--- config.mk ---
export PLATFORM = sky130hd
export DESIGN_NAME = pipe_ctrl_flat
export DESIGN_NICKNAME = d
export VERILOG_FILES = /design/src/rtl/pipe_ctrl_pkg.sv /design/src/rtl/pipe_ctrl_if.sv /design/src/rtl/pipe_ctrl_hazard_det.sv /design/src/rtl/pipe_ctrl.sv /design/src/flat_wrapper.sv
export SDC_FILE = /design/constraint.sdc
export NUM_CORES = 1
export LEC_CHECK = 0
export ABC_AREA = 1
export CORE_MARGIN = 8
export CORE_UTILIZATION = 33
export CTS_CLUSTER_SIZE = 28
export DETAILED_ROUTE_END_ITERATION = 10
export PLACE_DENSITY_LB_ADDON = 0.15
export SYNTH_ARGS = -nofsm -noshare
export SYNTH_HDL_FRONTEND = slang
export SYNTH_SLANG_ARGS = --single-unit
--- constraint.sdc ---
create_clock -name clk -period 1.4 [get_ports clk]
set_clock_uncertainty 0.15 [all_clocks]
set_input_delay 0.21 -clock clk [delete_from_list [all_inputs] [get_ports clk]]
set_output_delay 0.21 -clock clk [all_outputs]
set_load 0.03 [all_outputs]
--- src/rtl/pipe_ctrl_pkg.sv ---
// Shared widths, encodings and FSM state type for the pipeline controller.
package pipe_ctrl_pkg;

    localparam int unsigned WORD_ADDR_W = 30;
    localparam int unsigned REG_ADDR_W  = 5;
    localparam int unsigned MEM_OP_W    = 2;
    localparam int unsigned CTRL_OP_W   = 2;
    localparam int unsigned ISA_EXP_W   = 3;

    typedef logic [WORD_ADDR_W-1:0] word_addr_t;
    typedef logic [REG_ADDR_W-1:0]  reg_addr_t;
    typedef logic [MEM_OP_W-1:0]    mem_op_t;
    typedef logic [CTRL_OP_W-1:0]   ctrl_op_t;
    typedef logic [ISA_EXP_W-1:0]   isa_exp_t;

    localparam logic ENABLE   = 1'b1;
    localparam logic DISABLE  = 1'b0;
    localparam logic ENABLE_  = 1'b0;
    localparam logic DISABLE_ = 1'b1;

    localparam mem_op_t MEM_OP_NOP = 2'd0;
    localparam mem_op_t MEM_OP_LDW = 2'd1;
    localparam mem_op_t MEM_OP_STW = 2'd2;

    localparam ctrl_op_t CTRL_OP_NOP  = 2'd0;
    localparam ctrl_op_t CTRL_OP_WRCR = 2'd1;
    localparam ctrl_op_t CTRL_OP_ERET = 2'd2;

    localparam isa_exp_t ISA_EXP_NO_EXP     = 3'd0;
    localparam isa_exp_t ISA_EXP_EXT_INT    = 3'd1;
    localparam isa_exp_t ISA_EXP_UNDEF_INSN = 3'd2;
    localparam isa_exp_t ISA_EXP_OVERFLOW   = 3'd3;
    localparam isa_exp_t ISA_EXP_MISS_ALIGN = 3'd4;

    localparam word_addr_t EXC_VECTOR = '0;

    typedef enum logic [1:0] {
        PIPE_CTRL_RUN  = 2'd0,
        PIPE_CTRL_EXC  = 2'd1,
        PIPE_CTRL_HALT = 2'd2
    } state_e;

    function automatic logic is_load(input mem_op_t op);
        return op == MEM_OP_LDW;
    endfunction

endpackage

--- src/rtl/pipe_ctrl_if.sv ---
// Control bundle between the pipeline registers and pipe_ctrl.
// IntReq exists only when PIPE_CTRL_INT_EN is defined.
interface pipe_ctrl_if;
    import pipe_ctrl_pkg::*;

    logic       IFBusy;
    logic       MemBusy;
    reg_addr_t  RaAddr;
    reg_addr_t  RbAddr;
    logic       RaUse;
    logic       RbUse;
    logic       IDEn;
    mem_op_t    IDMemOp;
    reg_addr_t  IDDstAddr;
    logic       IDGPRWE_;
    logic       BrTaken;
    word_addr_t BrTarget;
    logic       MEMEn;
    word_addr_t MEMPC;
    ctrl_op_t   MEMCtrlOp;
    isa_exp_t   MEMExpCode;
`ifdef PIPE_CTRL_INT_EN
    logic       IntReq;
`endif
    logic       IFStall;
    logic       IDStall;
    logic       EXStall;
    logic       MEMStall;
    logic       IFFlush;
    logic       IDFlush;
    logic       EXFlush;
    logic       MEMFlush;
    logic       PCLoad;
    word_addr_t NewPC;
    word_addr_t EPC;
    isa_exp_t   Cause;
    logic       ExcActive;
    logic       Halt;

    modport master (
`ifdef PIPE_CTRL_INT_EN
        output IntReq,
`endif
        output IFBusy, MemBusy, RaAddr, RbAddr, RaUse, RbUse,
        output IDEn, IDMemOp, IDDstAddr, IDGPRWE_, BrTaken, BrTarget,
        output MEMEn, MEMPC, MEMCtrlOp, MEMExpCode,
        input  IFStall, IDStall, EXStall, MEMStall,
        input  IFFlush, IDFlush, EXFlush, MEMFlush,
        input  PCLoad, NewPC, EPC, Cause, ExcActive, Halt
    );

    modport slave (
`ifdef PIPE_CTRL_INT_EN
        input  IntReq,
`endif
        input  IFBusy, MemBusy, RaAddr, RbAddr, RaUse, RbUse,
        input  IDEn, IDMemOp, IDDstAddr, IDGPRWE_, BrTaken, BrTarget,
        input  MEMEn, MEMPC, MEMCtrlOp, MEMExpCode,
        output IFStall, IDStall, EXStall, MEMStall,
        output IFFlush, IDFlush, EXFlush, MEMFlush,
        output PCLoad, NewPC, EPC, Cause, ExcActive, Halt
    );

endinterface

--- src/rtl/pipe_ctrl_hazard_det.sv ---
// Load-use comparator: the load sitting in ID/EX writes a register the IF/ID instruction reads.
module hazard_det
    import pipe_ctrl_pkg::*;
(
    input  reg_addr_t RaAddr,
    input  reg_addr_t RbAddr,
    input  logic      RaUse,
    input  logic      RbUse,
    input  logic      IDEn,
    input  mem_op_t   IDMemOp,
    input  reg_addr_t IDDstAddr,
    input  logic      IDGPRWE_,
    output logic      LoadUse
);

    logic ra_hit;
    logic rb_hit;

    always_comb begin
        ra_hit  = RaUse && (RaAddr == IDDstAddr);
        rb_hit  = RbUse && (RbAddr == IDDstAddr);
        LoadUse = IDEn && is_load(IDMemOp) && (IDGPRWE_ == ENABLE_) && (ra_hit || rb_hit);
    end

endmodule

--- src/rtl/pipe_ctrl.sv ---
// Pipeline stall/flush/redirect controller with EPC/Cause exception state.
// Optional external interrupt input enabled by defining PIPE_CTRL_INT_EN.
module pipe_ctrl
    import pipe_ctrl_pkg::*;
(
    input logic       clk,
    input logic       reset_,
    pipe_ctrl_if.slave bus
);

    state_e     state_q, state_d;
    word_addr_t epc_q, epc_d;
    isa_exp_t   cause_q, cause_d;

    // Bit order {IF, ID, EX, MEM}
    logic [3:0] stall;
    logic [3:0] flush;
    logic       pc_load;
    word_addr_t new_pc;

    logic       load_use;
    logic       mem_exc;
    logic       eret;
    logic       int_req;
    isa_exp_t   trap_cause;

    hazard_det u_hazard_det (
        .RaAddr    (bus.RaAddr),
        .RbAddr    (bus.RbAddr),
        .RaUse     (bus.RaUse),
        .RbUse     (bus.RbUse),
        .IDEn      (bus.IDEn),
        .IDMemOp   (bus.IDMemOp),
        .IDDstAddr (bus.IDDstAddr),
        .IDGPRWE_  (bus.IDGPRWE_),
        .LoadUse   (load_use)
    );

`ifdef PIPE_CTRL_INT_EN
    assign int_req = bus.IntReq && bus.MEMEn && (state_q == PIPE_CTRL_RUN);
`else
    assign int_req = 1'b0;
`endif

    assign mem_exc = bus.MEMEn && (bus.MEMExpCode != ISA_EXP_NO_EXP);
    assign eret    = bus.MEMEn && (bus.MEMCtrlOp == CTRL_OP_ERET);

    // ERET outside a handler is an illegal instruction; interrupts rank below real faults.
    always_comb begin
        if (mem_exc)
            trap_cause = bus.MEMExpCode;
        else if (eret)
            trap_cause = ISA_EXP_UNDEF_INSN;
        else
            trap_cause = ISA_EXP_EXT_INT;
    end

    always_comb begin
        state_d = state_q;
        epc_d   = epc_q;
        cause_d = cause_q;
        stall   = '0;
        flush   = '0;
        pc_load = DISABLE;
        new_pc  = EXC_VECTOR;

        if (state_q == PIPE_CTRL_HALT) begin
            stall = '1;
        end else if (bus.MemBusy) begin
            stall = '1;
        end else if (mem_exc || eret || int_req) begin
            if (state_q == PIPE_CTRL_EXC) begin
                if (mem_exc) begin
                    flush   = '1;
                    epc_d   = bus.MEMPC;
                    cause_d = bus.MEMExpCode;
                    state_d = PIPE_CTRL_HALT;
                end else begin
                    flush   = '1;
                    pc_load = ENABLE;
                    new_pc  = epc_q;
                    state_d = PIPE_CTRL_RUN;
                end
            end else begin
                flush   = '1;
                pc_load = ENABLE;
                new_pc  = EXC_VECTOR;
                epc_d   = bus.MEMPC;
                cause_d = trap_cause;
                state_d = PIPE_CTRL_EXC;
            end
        end else if (load_use) begin
            stall = 4'b1100;
            flush = 4'b0010;
        end else if (bus.BrTaken) begin
            pc_load = ENABLE;
            new_pc  = bus.BrTarget;
            flush   = 4'b0100;
        end else if (bus.IFBusy) begin
            stall = 4'b1000;
            flush = 4'b0100;
        end
    end

    always_ff @(posedge clk or negedge reset_) begin
        if (!reset_) begin
            state_q <= PIPE_CTRL_RUN;
            epc_q   <= '0;
            cause_q <= ISA_EXP_NO_EXP;
        end else begin
            state_q <= state_d;
            epc_q   <= epc_d;
            cause_q <= cause_d;
        end
    end

    assign bus.IFStall   = stall[3];
    assign bus.IDStall   = stall[2];
    assign bus.EXStall   = stall[1];
    assign bus.MEMStall  = stall[0];
    assign bus.IFFlush   = flush[3] & ~stall[3];
    assign bus.IDFlush   = flush[2] & ~stall[2];
    assign bus.EXFlush   = flush[1] & ~stall[1];
    assign bus.MEMFlush  = flush[0] & ~stall[0];
    assign bus.PCLoad    = pc_load;
    assign bus.NewPC     = new_pc;
    assign bus.EPC       = epc_q;
    assign bus.Cause     = cause_q;
    assign bus.ExcActive = (state_q == PIPE_CTRL_EXC);
    assign bus.Halt      = (state_q == PIPE_CTRL_HALT);

endmodule

--- src/flat_wrapper.sv ---
// flat-port wrapper written by rule: the top's interface ports become plain ports
module pipe_ctrl_flat import pipe_ctrl_pkg::*;
  (clk, reset_, bus_IFBusy, bus_MemBusy, bus_RaAddr, bus_RbAddr, bus_RaUse, bus_RbUse, bus_IDEn, bus_IDMemOp, bus_IDDstAddr, bus_IDGPRWE_, bus_BrTaken, bus_BrTarget, bus_MEMEn, bus_MEMPC, bus_MEMCtrlOp, bus_MEMExpCode, bus_IFStall, bus_IDStall, bus_EXStall, bus_MEMStall, bus_IFFlush, bus_IDFlush, bus_EXFlush, bus_MEMFlush, bus_PCLoad, bus_NewPC, bus_EPC, bus_Cause, bus_ExcActive, bus_Halt);
  pipe_ctrl_if bus_i ();
  input logic clk;
  input logic reset_;
  input wire logic [$bits(bus_i.IFBusy)-1:0] bus_IFBusy;
  input wire logic [$bits(bus_i.MemBusy)-1:0] bus_MemBusy;
  input wire logic [$bits(bus_i.RaAddr)-1:0] bus_RaAddr;
  input wire logic [$bits(bus_i.RbAddr)-1:0] bus_RbAddr;
  input wire logic [$bits(bus_i.RaUse)-1:0] bus_RaUse;
  input wire logic [$bits(bus_i.RbUse)-1:0] bus_RbUse;
  input wire logic [$bits(bus_i.IDEn)-1:0] bus_IDEn;
  input wire logic [$bits(bus_i.IDMemOp)-1:0] bus_IDMemOp;
  input wire logic [$bits(bus_i.IDDstAddr)-1:0] bus_IDDstAddr;
  input wire logic [$bits(bus_i.IDGPRWE_)-1:0] bus_IDGPRWE_;
  input wire logic [$bits(bus_i.BrTaken)-1:0] bus_BrTaken;
  input wire logic [$bits(bus_i.BrTarget)-1:0] bus_BrTarget;
  input wire logic [$bits(bus_i.MEMEn)-1:0] bus_MEMEn;
  input wire logic [$bits(bus_i.MEMPC)-1:0] bus_MEMPC;
  input wire logic [$bits(bus_i.MEMCtrlOp)-1:0] bus_MEMCtrlOp;
  input wire logic [$bits(bus_i.MEMExpCode)-1:0] bus_MEMExpCode;
  output wire logic [$bits(bus_i.IFStall)-1:0] bus_IFStall;
  output wire logic [$bits(bus_i.IDStall)-1:0] bus_IDStall;
  output wire logic [$bits(bus_i.EXStall)-1:0] bus_EXStall;
  output wire logic [$bits(bus_i.MEMStall)-1:0] bus_MEMStall;
  output wire logic [$bits(bus_i.IFFlush)-1:0] bus_IFFlush;
  output wire logic [$bits(bus_i.IDFlush)-1:0] bus_IDFlush;
  output wire logic [$bits(bus_i.EXFlush)-1:0] bus_EXFlush;
  output wire logic [$bits(bus_i.MEMFlush)-1:0] bus_MEMFlush;
  output wire logic [$bits(bus_i.PCLoad)-1:0] bus_PCLoad;
  output wire logic [$bits(bus_i.NewPC)-1:0] bus_NewPC;
  output wire logic [$bits(bus_i.EPC)-1:0] bus_EPC;
  output wire logic [$bits(bus_i.Cause)-1:0] bus_Cause;
  output wire logic [$bits(bus_i.ExcActive)-1:0] bus_ExcActive;
  output wire logic [$bits(bus_i.Halt)-1:0] bus_Halt;
  assign bus_i.IFBusy = bus_IFBusy;
  assign bus_i.MemBusy = bus_MemBusy;
  assign bus_i.RaAddr = bus_RaAddr;
  assign bus_i.RbAddr = bus_RbAddr;
  assign bus_i.RaUse = bus_RaUse;
  assign bus_i.RbUse = bus_RbUse;
  assign bus_i.IDEn = bus_IDEn;
  assign bus_i.IDMemOp = bus_IDMemOp;
  assign bus_i.IDDstAddr = bus_IDDstAddr;
  assign bus_i.IDGPRWE_ = bus_IDGPRWE_;
  assign bus_i.BrTaken = bus_BrTaken;
  assign bus_i.BrTarget = bus_BrTarget;
  assign bus_i.MEMEn = bus_MEMEn;
  assign bus_i.MEMPC = bus_MEMPC;
  assign bus_i.MEMCtrlOp = bus_MEMCtrlOp;
  assign bus_i.MEMExpCode = bus_MEMExpCode;
  assign bus_IFStall = bus_i.IFStall;
  assign bus_IDStall = bus_i.IDStall;
  assign bus_EXStall = bus_i.EXStall;
  assign bus_MEMStall = bus_i.MEMStall;
  assign bus_IFFlush = bus_i.IFFlush;
  assign bus_IDFlush = bus_i.IDFlush;
  assign bus_EXFlush = bus_i.EXFlush;
  assign bus_MEMFlush = bus_i.MEMFlush;
  assign bus_PCLoad = bus_i.PCLoad;
  assign bus_NewPC = bus_i.NewPC;
  assign bus_EPC = bus_i.EPC;
  assign bus_Cause = bus_i.Cause;
  assign bus_ExcActive = bus_i.ExcActive;
  assign bus_Halt = bus_i.Halt;
  pipe_ctrl u_core (.clk(clk), .reset_(reset_), .bus(bus_i));
endmodule
==> out/metrics.csv, run 1 <==
stage;metric;value;unit
floorplan;row_count;31;
synth;synth_fp_nets;496;
finish;layout-drive-gt1-share;49.8;%
cts;clkTransAtPathRegs;0.08;ns
worst_setup_path;r2r-end;u_core.bus.Cause[0];
synth;synthArstFlopShare;100;%
worst_setup_path;reg2reg_depth;10;
grt;antenna_found_initial;0;
job;drv_cap;0;
finish;syn_to_final_growth;144;%
timing;tns;-42.13;ns
grt;grt_max_degree;32;
synth;ys_seq_area_share;35.1;%
route;firstDrtPassIters;4;
finish;diodes;0;
place;dpl.hpwl;7980;microns
floorplan;initial_core_util;34.2;%
floorplan;die-area;10600;sq um
place;gp_congestion;0.855;
timing;layout_setup_ws;-0.788;ns
place;placed_area;4770;sq um
pwr;p_total;7.91;mW
timing;worst_pin_slew;0.427;ns
worst_setup_path;regToRegStartpoint;u_core.state_q[1];
route;drt-total-wl;12800;microns
synth;yosysWarnings;0;
timing;maxSlewHeadroom;71.5;%
place;pre_cts_ws;-0.854;ns
cts;htreeDepth;2;
grt;grt_overflow;0;
pwr;leakagePower;3.15;nW
synth;synthFlopType;dfrtp_1;
route;via_count;3451;
grt;grt_pass1_wl;18400;microns
min_path;hold_class;in -> async;
worst_setup_path;worst-r2r-setup-slack;-0.40;ns
timing;layout_min_cycle_time;2.19;ns
pwr;p_per_area;1300;nW/um^2
floorplan;ios;166;
worst_setup_path;arrival;1.83;ns
worst_setup_path;critical_path_class;reg -> out;
cts;root_buffer;clkbuf_8;
synth;syn-cell-area;2490;sq um
timing;period_share;156;%
grt;grtUsageTotal;22.5;%
cts;cts_buffer_depth;2;
cts;cts-buffers-inserted;5;
floorplan;die_y;103;microns
worst_setup_path;critPathMaxFanout;4;
timing;finalHoldViolCount;0;
grt;grt_pass1_vias;3606;
route;drc;0;
synth;ys_seq_elements;35;
timing;grt_setup_unrepaired;true;
worst_setup_path;startpoint_type;flop;
run_status;status;complete, but fails checks;
route;final_antenna_net_count;0;
worst_setup_path;required;1.04;ns
cts;cts_tree;yes;
cts;clk_latency;0.30;ns
route;wl_per_cell;17.9;microns
route;viasPerCell;4.82;
synth;synth_edf_count;0;
finish;final_area;6070;sq um
route;drtIter0Drc;114;
timing;slew_viol_final;0;
timing;whs;0.237;ns
timing;max_freq;0.457;GHz
place;portBuffers;165;
worst_setup_path;end_kind;output port;
run_status;violations;negative setup slack;
synth;synth_cell_types;24;
synth;synth.avg_cell_area;6.17;sq um
timing;setup_viol;76;
pwr;vdd_ir_drop_max;0.000905;V
floorplan;die_x;103;microns
finish;final_nets;708;
floorplan;core;7290;sq um
cts;clock-sinks;35;
synth;synth_cells;404;
-- state kept, by name, indices dropped and copies added (netlist names) --
register          cells
u_core.state_q        2
u_core.bus.Cause      3
u_core.bus.EPC       30
-- how the worst max path moves through the flow --
stage / startpoint / endpoint / slack [ns] / depth (start not counted)
after floorplan: u_core.state_q[1] / bus_PCLoad / -0.36 / 8
after global placement: bus_IDDstAddr[3] / bus_NewPC[22] / -0.83 / 11
after detailed placement: bus_MEMEn / bus_NewPC[13] / -0.85 / 10
after CTS: u_core.state_q[1] / bus_NewPC[28] / -0.76 / 8
after global routing: u_core.state_q[1] / bus_NewPC[28] / -0.87 / 8
final: u_core.state_q[1] / bus_NewPC[16] / -0.79 / 8
-- cell families after synthesis --
| kind of cell | count (synthesis) | synth area share (%) |
|---|---|---|
| DFF | 35 | 35.1 |
| and+or+nand+nor | 251 | 41.3 |
| buffers and inverters | 80 | 14.2 |
| AOI/OAI and AO/OA | 38 | 9.33 |
-- what timing repair did --
item / CTS / global route
cloned: 6 / 5
resized for setup: 133 / 112
pin swaps: 22 / 24
hold endpoints to repair: 15 / 0
hold buffers: 1 / 0
endpoints found under the setup margin: 76 / 76
setup buffers: 22 / 8
-- per-stage QoR --
stage / utilization [%] / instances
finish: 83.3 / 716
detailed placement: 65.4 / 678
global placement: 65.4 / 678
floorplan: - / 404
CTS: 76.8 / 712
global route: 83.3 / 716
-- placed cells by master (no fill, tap or decap), types with 15 or more instances in the layout --
master | synthesis | layout
inv_1 | 53 | 45
nand3_1 | 33 | 26
dfrtp_1 | 35 | 34
a21oi_4 | 0 | 31
buf_12 | 0 | 15
nand2_2 | 2 | 59
nand2_1 | 199 | 100
clkdlybuf4s50_1 | 0 | 71
buf_6 | 3 | 53
buf_4 | 4 | 52
dlygate4sd2_1 | 0 | 18
nand2_4 | 0 | 38
-- layout make-up --
| cell class | instances | area [sq um] |
|---|---|---|
| timing repair buffer | 227 | 2530 |
| fill | 430 | 1220 |
| clock buffer | 5 | 68.8 |
| tap | 99 | 124 |
| multi-input combinational | 289 | 2180 |
| sequential | 35 | 877 |
| clock inverter | 3 | 43.8 |
| inverter | 58 | 250 |
-- critical path: stages (launching register included) --
cell and delay [ns]:
dfrtp_2 0.46, nand2_2 0.11, clkinv_4 0.06, nor2_4 0.20, clkinv_4 0.12, buf_12 0.15, buf_16 0.14, a21oi_4 0.13
buf_6 0.15
-- report_power, final --
group	leakage [nW]	internal (mW)	switching, mW	total, mW
sequential	0.433	1.40	0.490	1.89
clock	0.0581	0.531	0.423	0.954
combinational	2.66	2.26	2.80	5.07
-- cell usage after synthesis, types with 2 or more instances --
library cell	number	share of area, %
nand2_1	199	30
a21oi_1	22	4.4
nor2_1	12	1.8
buf_2	12	2.4
a21oi_2	9	3.2
buf_6	3	1.4
clkbuf_1	3	0.45
o22ai_1	2	0.50
nand3_1	33	6.6
buf_4	4	1.2
dfrtp_1	35	35
inv_2	4	0.60
inv_1	53	8.0
o21ai_0	2	0.40
nand2_2	2	0.50
-- metal layers --
layer | track usage, % | wire length (microns)
met1 | 23.7 | 4560
met2 | 41.8 | 6930
met4 | 7.68 | 303
met5 | 0 | 0
met3 | 6.14 | 1060
Note: power is estimated with default switching activity, not from simulation.
==> run 2: changes to the inputs <==
--- a/config.mk
+++ b/config.mk
@@ -6,6 +6,7 @@
 export NUM_CORES = 1
 export LEC_CHECK = 0
 export ABC_AREA = 1
+export CORE_ASPECT_RATIO = 1.4
 export CORE_MARGIN = 8
 export CORE_UTILIZATION = 33
 export CTS_CLUSTER_SIZE = 28
==> out/metrics.csv, run 2 (synthesis gave the netlist of run 1 again) <==
stage;metric;value;unit;change
place;dpl.hpwl;7990;microns;+0.21%
floorplan;ios;166;;unchanged
timing;grt_setup_unrepaired;true;;
place;placed_area;4700;sq um;-1.4%
place;gp_congestion;0.827;;-3.3%
timing;layout_min_cycle_time;2.17;ns;-0.0191 ns
place;portBuffers;165;;unchanged
timing;period_share;155;%;-1.4 points
cts;clock-sinks;35;;unchanged
grt;grtUsageTotal;22.4;%;-0.088 points
finish;diodes;0;;unchanged
route;via_count;3349;;-3.0%
cts;root_buffer;clkbuf_8;;
worst_setup_path;required;1.04;ns;about the same
timing;max_freq;0.461;GHz;+0.88%
finish;layout-drive-gt1-share;40.6;%;-9.1 points
route;final_antenna_net_count;0;;unchanged
grt;grt_max_degree;36;;+13%
pwr;switching_share;46.1;%;-0.89 points
route;drtIter0Drc;119;;+4.4%
floorplan;core;7360;sq um;+0.94%
grt;grt_pass1_wl;18700;microns;+1.7%
floorplan;die-area;10600;sq um;+0.37%
pwr;p_int;4.03;mW;-4.0%
pwr;leakagePower;3.00;nW;-4.6%
worst_setup_path;end_kind;output port;;
min_path;hold_class;in -> reg;;
route;viasPerCell;4.75;;-1.4%
timing;layout_setup_ws;-0.769;ns;+0.0191 ns
finish;syn_to_final_growth;129;%;
pwr;p_seq_share;25.4;%;+1.5 points
worst_setup_path;arrival;1.81;ns;-0.02 ns
floorplan;die_x;89.5;microns;-13%
floorplan;row_count;37;;+19%
grt;grt_overflow;0;;unchanged
pwr;p_per_area;1310;nW/um^2;+0.47%
floorplan;die_y;119;microns;+15%
pwr;vdd_ir_drop_max;0.00116;V;+28%
finish;final_area;5710;sq um;-6.0%
pwr;power_frac_comb;62.2;%;-1.8 points
finish;fin_util;77.6;%;-5.7 points
finish;fillerInstances;512;;+19%
grt;antenna_found_initial;0;;unchanged
route;drc;0;;unchanged
cts;cts-buffers-inserted;5;;unchanged
run_status;violations;negative setup slack;;
worst_setup_path;critical_path_class;reg -> out;;
finish;layout_common_cells;158 x nand2_1, 66 x clkdlybuf4s50_1, 53 x buf_6;;
timing;maxSlewHeadroom;84.1;%;+13 points
worst_setup_path;critPathMaxFanout;3;;-1
timing;worst_pin_slew;0.237;ns;-0.190 ns
route;drt-total-wl;12000;microns;-6.9%
timing;finalHoldViolCount;0;;unchanged
finish;layout_commonest_cell;nand2_1;;
grt;grt_pass1_vias;3614;;+0.22%
route;wl_per_cell;17.0;microns;-5.5%
worst_setup_path;startpoint_type;flop;;
timing;setup_viol;76;;unchanged
cts;clkTransAtPathRegs;0.07;ns;about the same
job;drv_cap;0;;unchanged
cts;cts_buffer_depth;2;;unchanged
cts;cts_tree;yes;;
pwr;p_total;7.47;mW;-5.6%
floorplan;initial_core_util;33.9;%;-0.32 points
timing;slew_viol_final;0;;unchanged
pwr;power.switching;3.44;mW;-7.4%
pwr;clockPowerShare;12.4;%;+0.4 points
route;firstDrtPassIters;4;;unchanged
finish;final_nets;699;;-1.3%
cts;clk_latency;0.29;ns;about the same
finish;largest_reg_flops;30;;unchanged
run_status;status;complete, but fails checks;;
cts;htreeDepth;2;;unchanged
==> run 2: power by group through the flow <==
stage	clock [mW]	combinational (mW)	sequential [mW]
after floorplan	0	1.51	2.50
after global placement	0	3.75	1.84
after detailed placement	0	3.81	1.85
after CTS	0.940	4.54	1.87
after global routing	0.984	4.90	1.95
final	0.927	4.65	1.90
==> run 2: final timing paths <==
path	from	to	slack, ns	depth (start not counted)
worst max-delay path	u_core.state_q[0]	bus_IFStall	-0.77	10
min in group asynchronous	reset_	u_core.bus.Cause[1]	0.26	3
worst min register to register	u_core.bus.Cause[1]	u_core.bus.Cause[1]	0.37	2
worst min-delay path	bus_MEMExpCode[2]	u_core.bus.Cause[2]	0.07	3
worst max register to register	u_core.state_q[0]	u_core.bus.EPC[12]	-0.63	11
max in group asynchronous	reset_	u_core.bus.EPC[29]	0.65	3
==> run 2: worst max-delay path: stages, from the launching register on <==
cell      delay (ns)
dfrtp_1         0.40
inv_2           0.13
nand2_2         0.10
clkinv_4        0.06
nor2_4          0.04
buf_6           0.13
nand2_8         0.08
inv_6           0.03
or2_4           0.26
o21ai_2         0.13
buf_6           0.15
==> run 2: what timing repair did <==
item	in CTS	in global routing
gates resized for setup	137	27
endpoints found under the setup margin	76	76
endpoints found under the hold margin	35	0
hold buffers	1	0
buffers inserted	17	4
cloned	9	0
pin swaps	25	12
==> run 2: area by class of cell <==
type                            instances  area [sq um]  share of cell area, %
Multi-Input combinational cell        289          1890                   33.1
Clock buffer                            5          68.8                   1.21
Timing Repair Buffer                  218          2470                   43.2
Inverter                               58           240                   4.21
Tap cell                               97           121                   2.13
Clock inverter                          3          43.8                  0.767
Sequential cell                        35           877                   15.4
==> run 2: per-layer routing <==
metal | track usage (%) | vias up | part of all wire [%]
met2 | 41.8 | 122 | 53
li1 | - | 1630 | -
met3 | 5.57 | 20 | 7.8
met5 | 0 | - | 0
met1 | 22.9 | 1577 | 37
met4 | 8.05 | 0 | 2.5
==> run 2: metrics by stage <==
step	setup slack [ns]	setup TNS, ns	instances	hold slack, ns
after floorplan	-0.364	-14.53	404	-0.236
after global placement	-0.864	-46.05	669	0.0367
after detailed placement	-0.868	-46.37	669	0.0386
after CTS	-0.762	-41.04	702	0.268
after global routing	-0.816	-50.41	705	0.0872
final	-0.769	-45.48	705	0.0710
